## src/rtl/dac_sample_sched.sv

```systemverilog
// Sample scheduler between a streaming producer and the R2R/PWM DAC core: buffers samples,
// primes before playback and flags underruns. Optional macro: DAC_SCHED_UNDERRUN_CNT_EN.
module dac_sample_sched #(
  parameter int DAC_BITS    = 14,
  parameter int FIFO_DEPTH  = 8,
  parameter int PRIME_LEVEL = 4
) (
  input  logic                          clk,
  input  logic                          rst,
  input  logic                          enable,
  input  logic                          s_valid,
  output logic                          s_ready,
  input  logic [DAC_BITS-1:0]           s_data,
  input  logic                          val_req,
  output logic [DAC_BITS-1:0]           dac_val,
  output logic [$clog2(FIFO_DEPTH):0]   fifo_level,
  output logic                          underrun,
  input  logic                          underrun_clr,
  output logic                          running
`ifdef DAC_SCHED_UNDERRUN_CNT_EN
  ,
  output logic [15:0]                   underrun_cnt
`endif
);

  localparam int AW = $clog2(FIFO_DEPTH);
  localparam int LW = AW + 1;
  localparam logic [DAC_BITS-1:0] MID     = {1'b1, {(DAC_BITS-1){1'b0}}};
  localparam logic [LW-1:0]       DEPTH_L = LW'(FIFO_DEPTH);
  localparam logic [LW-1:0]       PRIME_L = LW'(PRIME_LEVEL);

  typedef enum logic [1:0] {IDLE, PRIME, RUN} state_t;

  state_t                state_q, state_d;
  logic [DAC_BITS-1:0]   mem [FIFO_DEPTH];
  logic [AW-1:0]         wr_ptr, rd_ptr;
  logic [LW-1:0]         level_q;
  logic                  full, empty, push, pop, under_ev;

  assign full  = (level_q == DEPTH_L);
  assign empty = (level_q == '0);

  // Ready depends only on registered occupancy, so a pop never frees a slot in the same cycle.
  assign s_ready  = enable & ~full & (state_q != IDLE);
  assign push     = s_valid & s_ready;
  assign pop      = enable & (state_q == RUN) & val_req & ~empty;
  assign under_ev = enable & (state_q == RUN) & val_req & empty;

  // NOTE: every variable written in always_comb gets a default first, otherwise a latch is inferred.
  always_comb begin
    state_d = state_q;
    case (state_q)
      IDLE:    if (enable) state_d = PRIME;
      PRIME:   if (level_q >= PRIME_L) state_d = RUN;
      RUN:     state_d = RUN;
      default: state_d = IDLE;
    endcase
    if (!enable) state_d = IDLE;
  end

  // NOTE: sequential state uses non-blocking assignments so every register samples pre-edge values.
  always_ff @(posedge clk) begin
    if (rst) begin
      state_q  <= IDLE;
      wr_ptr   <= '0;
      rd_ptr   <= '0;
      level_q  <= '0;
      dac_val  <= MID;
      underrun <= 1'b0;
    end else begin
      state_q <= state_d;
      if (!enable) begin
        wr_ptr  <= '0;
        rd_ptr  <= '0;
        level_q <= '0;
        dac_val <= MID;
      end else begin
        if (push) wr_ptr <= wr_ptr + AW'(1);
        if (pop) begin
          rd_ptr  <= rd_ptr + AW'(1);
          dac_val <= mem[rd_ptr];
        end
        case ({push, pop})
          2'b10:   level_q <= level_q + LW'(1);
          2'b01:   level_q <= level_q - LW'(1);
          default: level_q <= level_q;
        endcase
      end
      // A new underrun takes priority over a coincident clear.
      if (under_ev)          underrun <= 1'b1;
      else if (underrun_clr) underrun <= 1'b0;
    end
  end

  // NOTE: the sample storage has no reset; pointers and level define which entries are valid.
  always_ff @(posedge clk) begin
    if (push) mem[wr_ptr] <= s_data;
  end

`ifdef DAC_SCHED_UNDERRUN_CNT_EN
  always_ff @(posedge clk) begin
    if (rst) begin
      underrun_cnt <= '0;
    end else if (under_ev) begin
      if (underrun_clr)                underrun_cnt <= 16'd1;
      else if (underrun_cnt != 16'hFFFF) underrun_cnt <= underrun_cnt + 16'd1;
    end else if (underrun_clr) begin
      underrun_cnt <= '0;
    end
  end
`endif

  assign fifo_level = level_q;
  assign running    = (state_q == RUN);

endmodule

```

## config.mk

```make
export PLATFORM = sky130hd
export DESIGN_NAME = dac_sample_sched
export DESIGN_NICKNAME = d
export VERILOG_FILES = /design/src/rtl/dac_sample_sched.sv
export SDC_FILE = /design/constraint.sdc
export NUM_CORES = 1
export LEC_CHECK = 0
export BUFFER_PORTS_ARGS = -buffer_cell sky130_fd_sc_hd__buf_2
export CAP_MARGIN = 20
export CORE_MARGIN = 2
export CORE_UTILIZATION = 40
export CTS_CLUSTER_SIZE = 40
export DETAILED_ROUTE_END_ITERATION = 12
export GPL_TIMING_DRIVEN = 0
export PLACE_DENSITY = 0.55
export SYNTH_ARGS = -nofsm -noshare
export SYNTH_HDL_FRONTEND = slang
export SYNTH_SLANG_ARGS = --single-unit
```

## constraint.sdc

```tcl
create_clock -name clk -period 3 [get_ports clk]
set_input_delay 0.15 -clock clk [delete_from_list [all_inputs] [get_ports clk]]
set_output_delay 0.15 -clock clk [all_outputs]
set_load 0.005 [all_outputs]
```

==> metrics.md, run 1 <==
| Metric | Value |
|---|---|
| Type of the most critical hold path | in2reg |
| Io pins | 41 |
| Max FO, Critical Path | 11 |
| # setup viols final | 0 |
| Post-synthesis adder-cell area fraction | 1.86% |
| R2r setup slk | 0.18 ns |
| Slew Viols, Final | 0 |
| Die X | roughly 120 um |
| Mux cell area share after synthesis | 12.7% |
| Footprint of the multi-input gates | 1400 sq um |
| Initial antenna violation count | 0 |
| RSZ-0062 raised after global routing | false |
| PortBufs | 40 |
| Cells after Synth | 301 |
| Syn avg cell area | between 15 and 20 sq um |
| Max Clk Rate | between 300 and 400 MHz |
| XOR/XNOR Fraction of Synth Area | 1.14% |
| Min Tclk post-route | 2.82 ns |
| Cell variety after synth | 39 |
| DR vias | 2903 |
| CTS tree | yes |
| Diode count | 0 |
| First-pass GRT wire length | about 17 mm |
| Setup crit end kind | flop |
| Vias per cell | 5.10 |
| CTS Buffer Depth | 2 |
| Worst Tran Pin Value | 0.892 ns |
| Drt pass-1 iters | 4 |
| Synth top area cells | edfxtp_1 63%, mux4_2 12%, dfxtp_1 10%, nor2_1 2.0%, ha_1 1.9% |
| Post-synthesis register bit count | 139 |
| Drt wl/cell | 20.3 um |
| Residual DRC count | 0 |
| Crit-path cells | buf_6 -> or4_4 -> and2_4 -> buf_6 -> buf_8 -> ha_1 -> xor2_1 -> ha_1 -> a21oi_1 -> xor2_1 -> or3_1 -> a21oi_1 |
| Post_cts resized | 0 |
| DP Cell Count | between 500 and 600 |
| Power per standard cell area | 627 nW/um^2 |
| Mapped Area | ~5400 sq um |
| Core area | about 13000 sq um |
| Final hold viol count | 0 |
| Final net count | 408 |
| Max_cap viols | 0 |
| Die height | 120 um |
| CTS H-tree lvls | 4 |
| Crit share post-route | 94.0% |
| Flip-flop and latch area | 3900 sq um |
| Syn-to-layout area delta | 23.1% |
| GRT Overall Usage | between 15 and 20% |
| Vias in the first global route | 2900 |
| Dpl hpwl | around 7.5 mm |
| Largest net degree at the start of global routing | 17 |
| CP Capture Point | fifo_level[2] |
| Status | completed |
| Final core occ | approximately half |
| Die area | approximately 14000 sq um |
| Clk Latency, worst-skew pair | 0.41 ns |
| Compound-Gate Fraction of Synth Area | 3.82% |
| Antenna viol nets, final | 0 |
| Tot Pwr | between 4000 and 5000 uW |
| Hold WS | ~0.0048 ns |
| Filler cells | approximately 1.1k |
| Largest family of logic cells by synthesized area | multiplexers |
| Final WL | 11.6 mm |
| Area leader, netlist | edfxtp_1 |
| Gpl congestion | 0.738 |
| Site row count | 42 |
| Crit path largest cell delay | between 0.5 and 0.6 ns |
| R2R cell count | 12 |
| Critical Path AT | 3.17 ns |
| Worst vdd ir | around 370 uV |
| CP Launch Point | fifo_level[1] |
| Worst Clk Skew | 0.00587 ns |
| Crit start category | flop |
| Num CTS Buffers | 17 |
| Share of the synthesized area in the top cell type | 62.5% |
| Initial Util | 40.8% |
| Synth warn | 0 |
| Simple-Gate Fraction of Synth Area | 5.91% |
| Register area share after synthesis | between 70% and 80% |
| Iter 0 DRT Violations | roughly 170 |
| CP required | approximately 3.4 ns |
| Non-filler instance count after layout | 569 |
| Syn Nets | 329 |
| CTS Root Cell | clkbuf_16 |
| Pleak | 0.00228 uW |
| Total gr overflow | 0 |
| Layout cells sized above 1 | between 30% and 40% |
| Clock slew at reported path FFs | 0.06 ns |
| R2r endpoint | fifo_level[2] |
| Slowest CP cell | or4_4 |
| Slew headroom | about 40% |
| Critical R2R Launch | fifo_level[1] |
| CTS Sinks | 139 |
| Critical path class | reg2reg |
[repair_timing]
item | in CTS | in global routing
setup buffers | 0 | 0
hold buffers | 11 | 0
endpoints found under the hold margin | 68 | 0
[layout make-up]
type | count | area share (%)
sequential | 139 | 59.0
multi-input combinational | 144 | 21.1
clock buffer | 21 | 6.96
timing repair buffer | 60 | 6.45
tap | 176 | 3.33
clock inverter | 11 | 1.51
buffer | 14 | 1.42
inverter | 4 | 0.227
[metrics by stage]
step	setup TNS (ns)	instance area (sq um)	setup WS [ns]
floorplan	0	5380	0.208
global placement	-69.69	5800	-1.68
detailed placement	0	5950	0.187
CTS	0	6620	0.174
global route	0	6620	0.0614
finish	0	6620	0.179
[metal layers]
metal | part of all wire, % | GRT usage, % | vias to the layer above
met5 | 0 | 0 | -
met4 | 1.3 | 6.40 | 0
met3 | 6.4 | 5.04 | 16
met2 | 50 | 27.5 | 91
met1 | 42 | 22.7 | 1442
li1 | - | - | 1354
[kinds of logic (layout without fill, tap and decap cells)]
| family | Yosys count | after routing |
|---|---|---|
| flops | 139 | 139 |
| simple gates | 62 | 62 |
| compound gates | 34 | 34 |
| mux | 33 | 33 |
| buf+inv | 18 | 110 |
| fa+ha+maj | 8 | 8 |
| xor+xnor | 7 | 7 |
[worst max-delay path, delay by kind of cell (launching register included)]
kind	cells	cell delay [ns]
buf+inv	3	0.43
simple gates	3	1.01
fa+ha+maj	2	0.44
flops	1	0.31
compound gates	2	0.30
xor+xnor	2	0.26
[power by group]
group | internal [uW] | leakage (uW) | switching [uW] | total, uW
Clock | 1250 | 0.000280 | 733 | 1980
Sequential | 2090 | 0.00123 | 3.20 | 2090
Combinational | 34.4 | 0.000778 | 47.1 | 81.5
[cell usage after synthesis (all sizes together)]
cell / count
nand2b: 3
or3: 1
nor3b: 1
nand2: 4
a41oi: 1
ha: 8
a21oi: 3
or4b: 1
nand3: 6
nor2: 28
and2: 2
nor4bb: 1
or4: 1
mux4: 28
clkbuf: 4
xor2: 5
a211o: 1
and3: 1
inv: 4
mux2i: 5
o21ai: 16
nor4: 1
dfxtp: 27
xnor2: 2
edfxtp: 112
nor2b: 4
o22ai: 13
buf: 10
nor4b: 1
nor3: 5
nand4: 2
[worst min-delay path by stage]
stage / start / end / slack, ns / depth (start not counted)
5_1_grt: s_data[5] / mem[6][5] / 0.002 / 1
3_5_place_dp: rst / underrun / 0.34 / 2
3_3_place_gp: rst / underrun / 0.33 / 2
6_report: s_data[5] / mem[2][5] / 0.005 / 1
4_1_cts: s_data[5] / mem[6][5] / 0.0005 / 1
2_1_floorplan: rst / underrun / 0.22 / 1
[cell usage in the layout (no fill, tap or decap), types with 6 or more instances in the layout]
| cell type | instances |
|---|---|
| nor2_1 | 25 |
| mux4_2 | 28 |
| buf_8 | 7 |
| ha_1 | 8 |
| o21ai_0 | 8 |
| edfxtp_1 | 112 |
| o21ai_1 | 7 |
| clkbuf_16 | 17 |
| buf_2 | 43 |
| dlygate4sd3_1 | 11 |
| clkbuf_1 | 6 |
| dfxtp_1 | 27 |
| o22ai_1 | 13 |
[sequential cells by signal (all words and copies together), names as in the netlist]
register	cells
state_q	2
underrun	1
mem	112
rd_ptr	3
fifo_level	4
dac_val	14
wr_ptr	3
Note: power is estimated with default switching activity, not from simulation.
==> inputs of run 2 (changes only) <==
--- a/config.mk
+++ b/config.mk
@@ -5,9 +5,9 @@
 export SDC_FILE = /design/constraint.sdc
 export NUM_CORES = 1
 export LEC_CHECK = 0
+export ABC_AREA = 1
 export BUFFER_PORTS_ARGS = -buffer_cell sky130_fd_sc_hd__buf_2
 export CAP_MARGIN = 20
-export CORE_MARGIN = 2
 export CORE_UTILIZATION = 40
 export CTS_CLUSTER_SIZE = 40
 export DETAILED_ROUTE_END_ITERATION = 12
==> run 2 against run 1 <==
  * Clock skew rose by 0.0034 ns
  * Sequential share of layout area fell by 4.6 points
  * Register-to-register slack improved by 0.34 ns
  * Total power rose by 4.6%
  * Global-route usage rose by 3.9 points
  * Clock power rose by 9%
  * Die area rose by 6.6%
  * Non-clock buffer count rose by 5
  * Hold slack improved by 0.0057 ns
  * Wire length rose by 28%
  * Critical path type unchanged
  * Critical endpoint unchanged
  * Largest cell class unchanged
  * Largest power group is now clock
==> metrics.md, run 2 <==
| Metric | Value |
|---|---|
| CTS tree | yes |
| Most frequent cells in the layout | 160 x nand2_1, 112 x edfxtp_1, 97 x inv_1 |
| Post-synth ARST share | 0% (unchanged) |
| XOR/XNOR Fraction of Synth Area | 0.443% (-0.70 points) |
| Clk Latency, worst-skew pair | 0.43 ns (+0.02 ns) |
| Initial antenna violation count | 0 (unchanged) |
| CTS Sinks | 139 (unchanged) |
| Prevailing post-synth register cell | edfxtp_1 |
| Antenna viol nets, final | 0 (unchanged) |
| Drt wl/cell | 17.2 um (-15%) |
| Filler cells | 1324 (+20%) |
| GRT Overall Usage | 21.2% (+3.9 points) |
| # setup viols final | 0 (unchanged) |
| Worst Clk Skew | 0.00926 ns (+0.00339 ns) |
| Vias per cell | 5.00 (-2.0%) |
| Status | completed |
| Site row count | 44 (+4.8%) |
| Compound-Gate Fraction of Synth Area | 3.71% (-0.11 points) |
| Logic gate share of total power | 2.3% (+0.3 points) |
| Most frequent cell after synthesis | nand2_1 |
| Non-filler instance count after layout | 862 (+51%) |
| Syn Nets | 619 (+88%) |
| Gpl congestion | 0.824 (+12%) |
| GR Util met1 | 27.5% (+4.8 points) |
| Number of flip-flops in the largest register | 112 (unchanged) |
| CP required | 3.32 ns (-0.03 ns) |
| Slew Viols, Final | 0 (unchanged) |
| M2 GR Usage | 34.3% (+6.8 points) |
| Synth top area cells | edfxtp_1 57%, nand2_1 10%, dfxtp_1 9.1%, nand3_1 7.2%, inv_1 6.1% |
| Num CTS Buffers | 17 (unchanged) |
| Iter 0 DRT Violations | 394 (+140%) |
| DR vias | 4308 (+48%) |
| Synth warn | 0 (unchanged) |
| Core area | 14500 sq um (+10%) |
| Die X | 124 um (+3.2%) |
| Initial Util | 40.8% (+0.079 points) |
| Setup crit end kind | flop |
| Residual DRC count | 0 (unchanged) |
| Switching power | 844 uW (+7.7%) |
| Slew headroom | 41.9% (+1.7 points) |
| Power per standard cell area | 605 nW/um^2 (-3.6%) |
| Mux cell area share after synthesis | 0% (-13 points) |
| Final hold viol count | 0 (unchanged) |
| Largest family of logic cells by synthesized area | simple AND/OR/NAND/NOR gates |
| Die area | 15300 sq um (+6.6%) |
| M3 GR Usage | 5.72% (+0.69 points) |
| Cells after Synth | 591 (+96%) |
| Critical path class | reg2reg |
| Type of the most critical hold path | in2reg |
| Max FO, Critical Path | 11 (unchanged) |
| Cell-internal power | 3500 uW (+3.9%) |
| DP Cell Count | 823 (+56%) |
| Number of hold buffers added after cts | 6 (-5) |
| Io pins | 41 (unchanged) |
| Total gr overflow | 0 (unchanged) |
| Pleak | 0.00304 uW (+33%) |
| Max Clk Rate | 403 MHz (+14%) |
| TNS Setup | 0 ns (unchanged) |
| Max_cap viols | 0 (unchanged) |
| Clock share of power | 49.5% (+1.8 points) |
| Area leader, netlist | edfxtp_1 |
| Busiest layer in global routing | met2 |
| Die height | 124 um (+3.2%) |
| Post-CTS setup repair buffer count | 0 (unchanged) |
| Most common cell after layout, fill and taps aside | nand2_1 |
| Mapped Area | 5940 sq um (+10%) |
| Critical Path AT | 2.80 ns (-0.37 ns) |
| Cell variety after synth | 25 (-36%) |
| Placement Setup Slack | 0.521 ns (+0.334 ns) |
| Share of the synthesized area in the top cell type | 56.6% (-5.9 points) |
| Clock slew at reported path FFs | 0.06 ns (about the same) |
| Final WL | 14.8 mm (+28%) |
| Syn-to-layout area delta | 21.0% |
| Vias in the first global route | 4019 (+39%) |
| PortBufs | 40 (unchanged) |
| CTS Buffer Depth | 2 (unchanged) |
| Crit share post-route | 82.8% (-11 points) |
| Diode count | 0 (unchanged) |
| Final net count | 693 (+70%) |
| Post-synthesis register bit count | 139 (unchanged) |
| Post-synthesis adder-cell area fraction | 1.69% (-0.18 points) |
| Worst vdd ir | 397 uV (+6.0%) |
| Syn avg cell area | 10.0 sq um (-44%) |
| Largest net degree at the start of global routing | 17 (unchanged) |
| Largest Register | mem |
| Drt pass-1 iters | 5 (+1) |
| Sw frac | 19.4% (+0.56 points) |
| Worst Tran Pin Value | 0.866 ns (-0.0253 ns) |
| Post_cts resized | 0 (unchanged) |
| Dpl hpwl | 9.93 mm (+33%) |
| Simple-Gate Fraction of Synth Area | 19.7% (+14 points) |
| Post-synth EDFFs | 112 (unchanged) |
| Crit start category | flop |
| Commonest cells in the netlist | 160 x nand2_1, 112 x edfxtp_1, 97 x inv_1 |
| Final worst slack | 0.516 ns (+0.337 ns) |
| Register area share after synthesis | 65.8% (-6.8 points) |
| CTS Root Cell | clkbuf_16 |
| Layout cells sized above 1 | 16.2% (-16 points) |
| Min Tclk post-route | 2.48 ns (-0.337 ns) |
| First-pass GRT wire length | 22.5 mm (+30%) |
| Reg power frac | 48.3% (-2.1 points) |
| CTS H-tree lvls | 4 (unchanged) |
| RSZ-0062 raised after global routing | false |
==> run 2: power by group through the flow <==
stage / Clock (uW) / Combinational, uW / Sequential, uW
floorplan: 0 / 40.7 / 2140
global placement: 0 / 86.2 / 2140
detailed placement: 0 / 93.0 / 2140
CTS: 2160 / 99.3 / 2100
global route: 2260 / 113 / 2100
finish: 2150 / 99.1 / 2100
==> run 2: critical path, cell delays in order (launching register included) <==
cell and delay [ns]:
dfxtp_1 0.31, inv_1 0.09, ha_1 0.17, nand3_1 0.10, inv_1 0.10, nand2_4 0.12
inv_2 0.20, buf_6 0.20, ha_1 0.24, nand2_1 0.07, inv_1 0.07, nor2_1 0.05
ha_1 0.18, a21oi_1 0.17, xnor2_1 0.09, o21ai_0 0.15, inv_1 0.05
==> run 2: per-stage QoR <==
stage / hold slack (ns) / power [uW] / area, sq um / util, %
6_report: 0.0105 / 4340 / 7180 / 49.4
5_1_grt: 0.0119 / 4470 / 7180 / 49.4
4_1_cts: 0.00465 / 4360 / 7170 / 49.3
3_5_place_dp: 0.368 / 2230 / 6500 / 44.8
3_3_place_gp: 0.361 / 2220 / 6370 / 43.8
2_1_floorplan: 0.222 / 2180 / 5940 / -
==> run 2: area by class of cell <==
cell class | count | area (sq um) | share of cell area (%)
Sequential cell | 139 | 3900 | 54.4
Tap cell | 184 | 230 | 3.21
Multi-Input combinational cell | 327 | 1550 | 21.6
Clock inverter | 14 | 178 | 2.47
Clock buffer | 18 | 429 | 5.98
Inverter | 101 | 379 | 5.28
Buffer | 24 | 140 | 1.95
Timing Repair Buffer | 55 | 368 | 5.12
==> run 2: cell families (layout without fill, tap and decap cells) <==
kind of cell | count (synthesis) | in the layout
compound gates | 43 | 43
xor+xnor | 3 | 3
fa+ha+maj | 8 | 8
buf+inv | 125 | 212
flops | 139 | 139
simple gates | 273 | 273
==> run 2: path summary, 6_finish.rpt <==
check | from | endpoint | slack, ns | cells after the start
max | state_q[0] | fifo_level[2] | 0.52 | 16
min | s_data[8] | mem[7][8] | 0.01 | 1
min reg2reg | dac_val[9] | dac_val[9] | 0.46 | 2
max reg2reg | state_q[0] | fifo_level[2] | 0.52 | 16
==> run 2: layer usage <==
| metal | vias to the layer above | share of wire [%] |
|---|---|---|
| met3 | 24 | 7.3 |
| li1 | 2080 | - |
| met4 | 0 | 1.6 |
| met1 | 2038 | 44 |
| met5 | - | 0 |
| met2 | 166 | 48 |
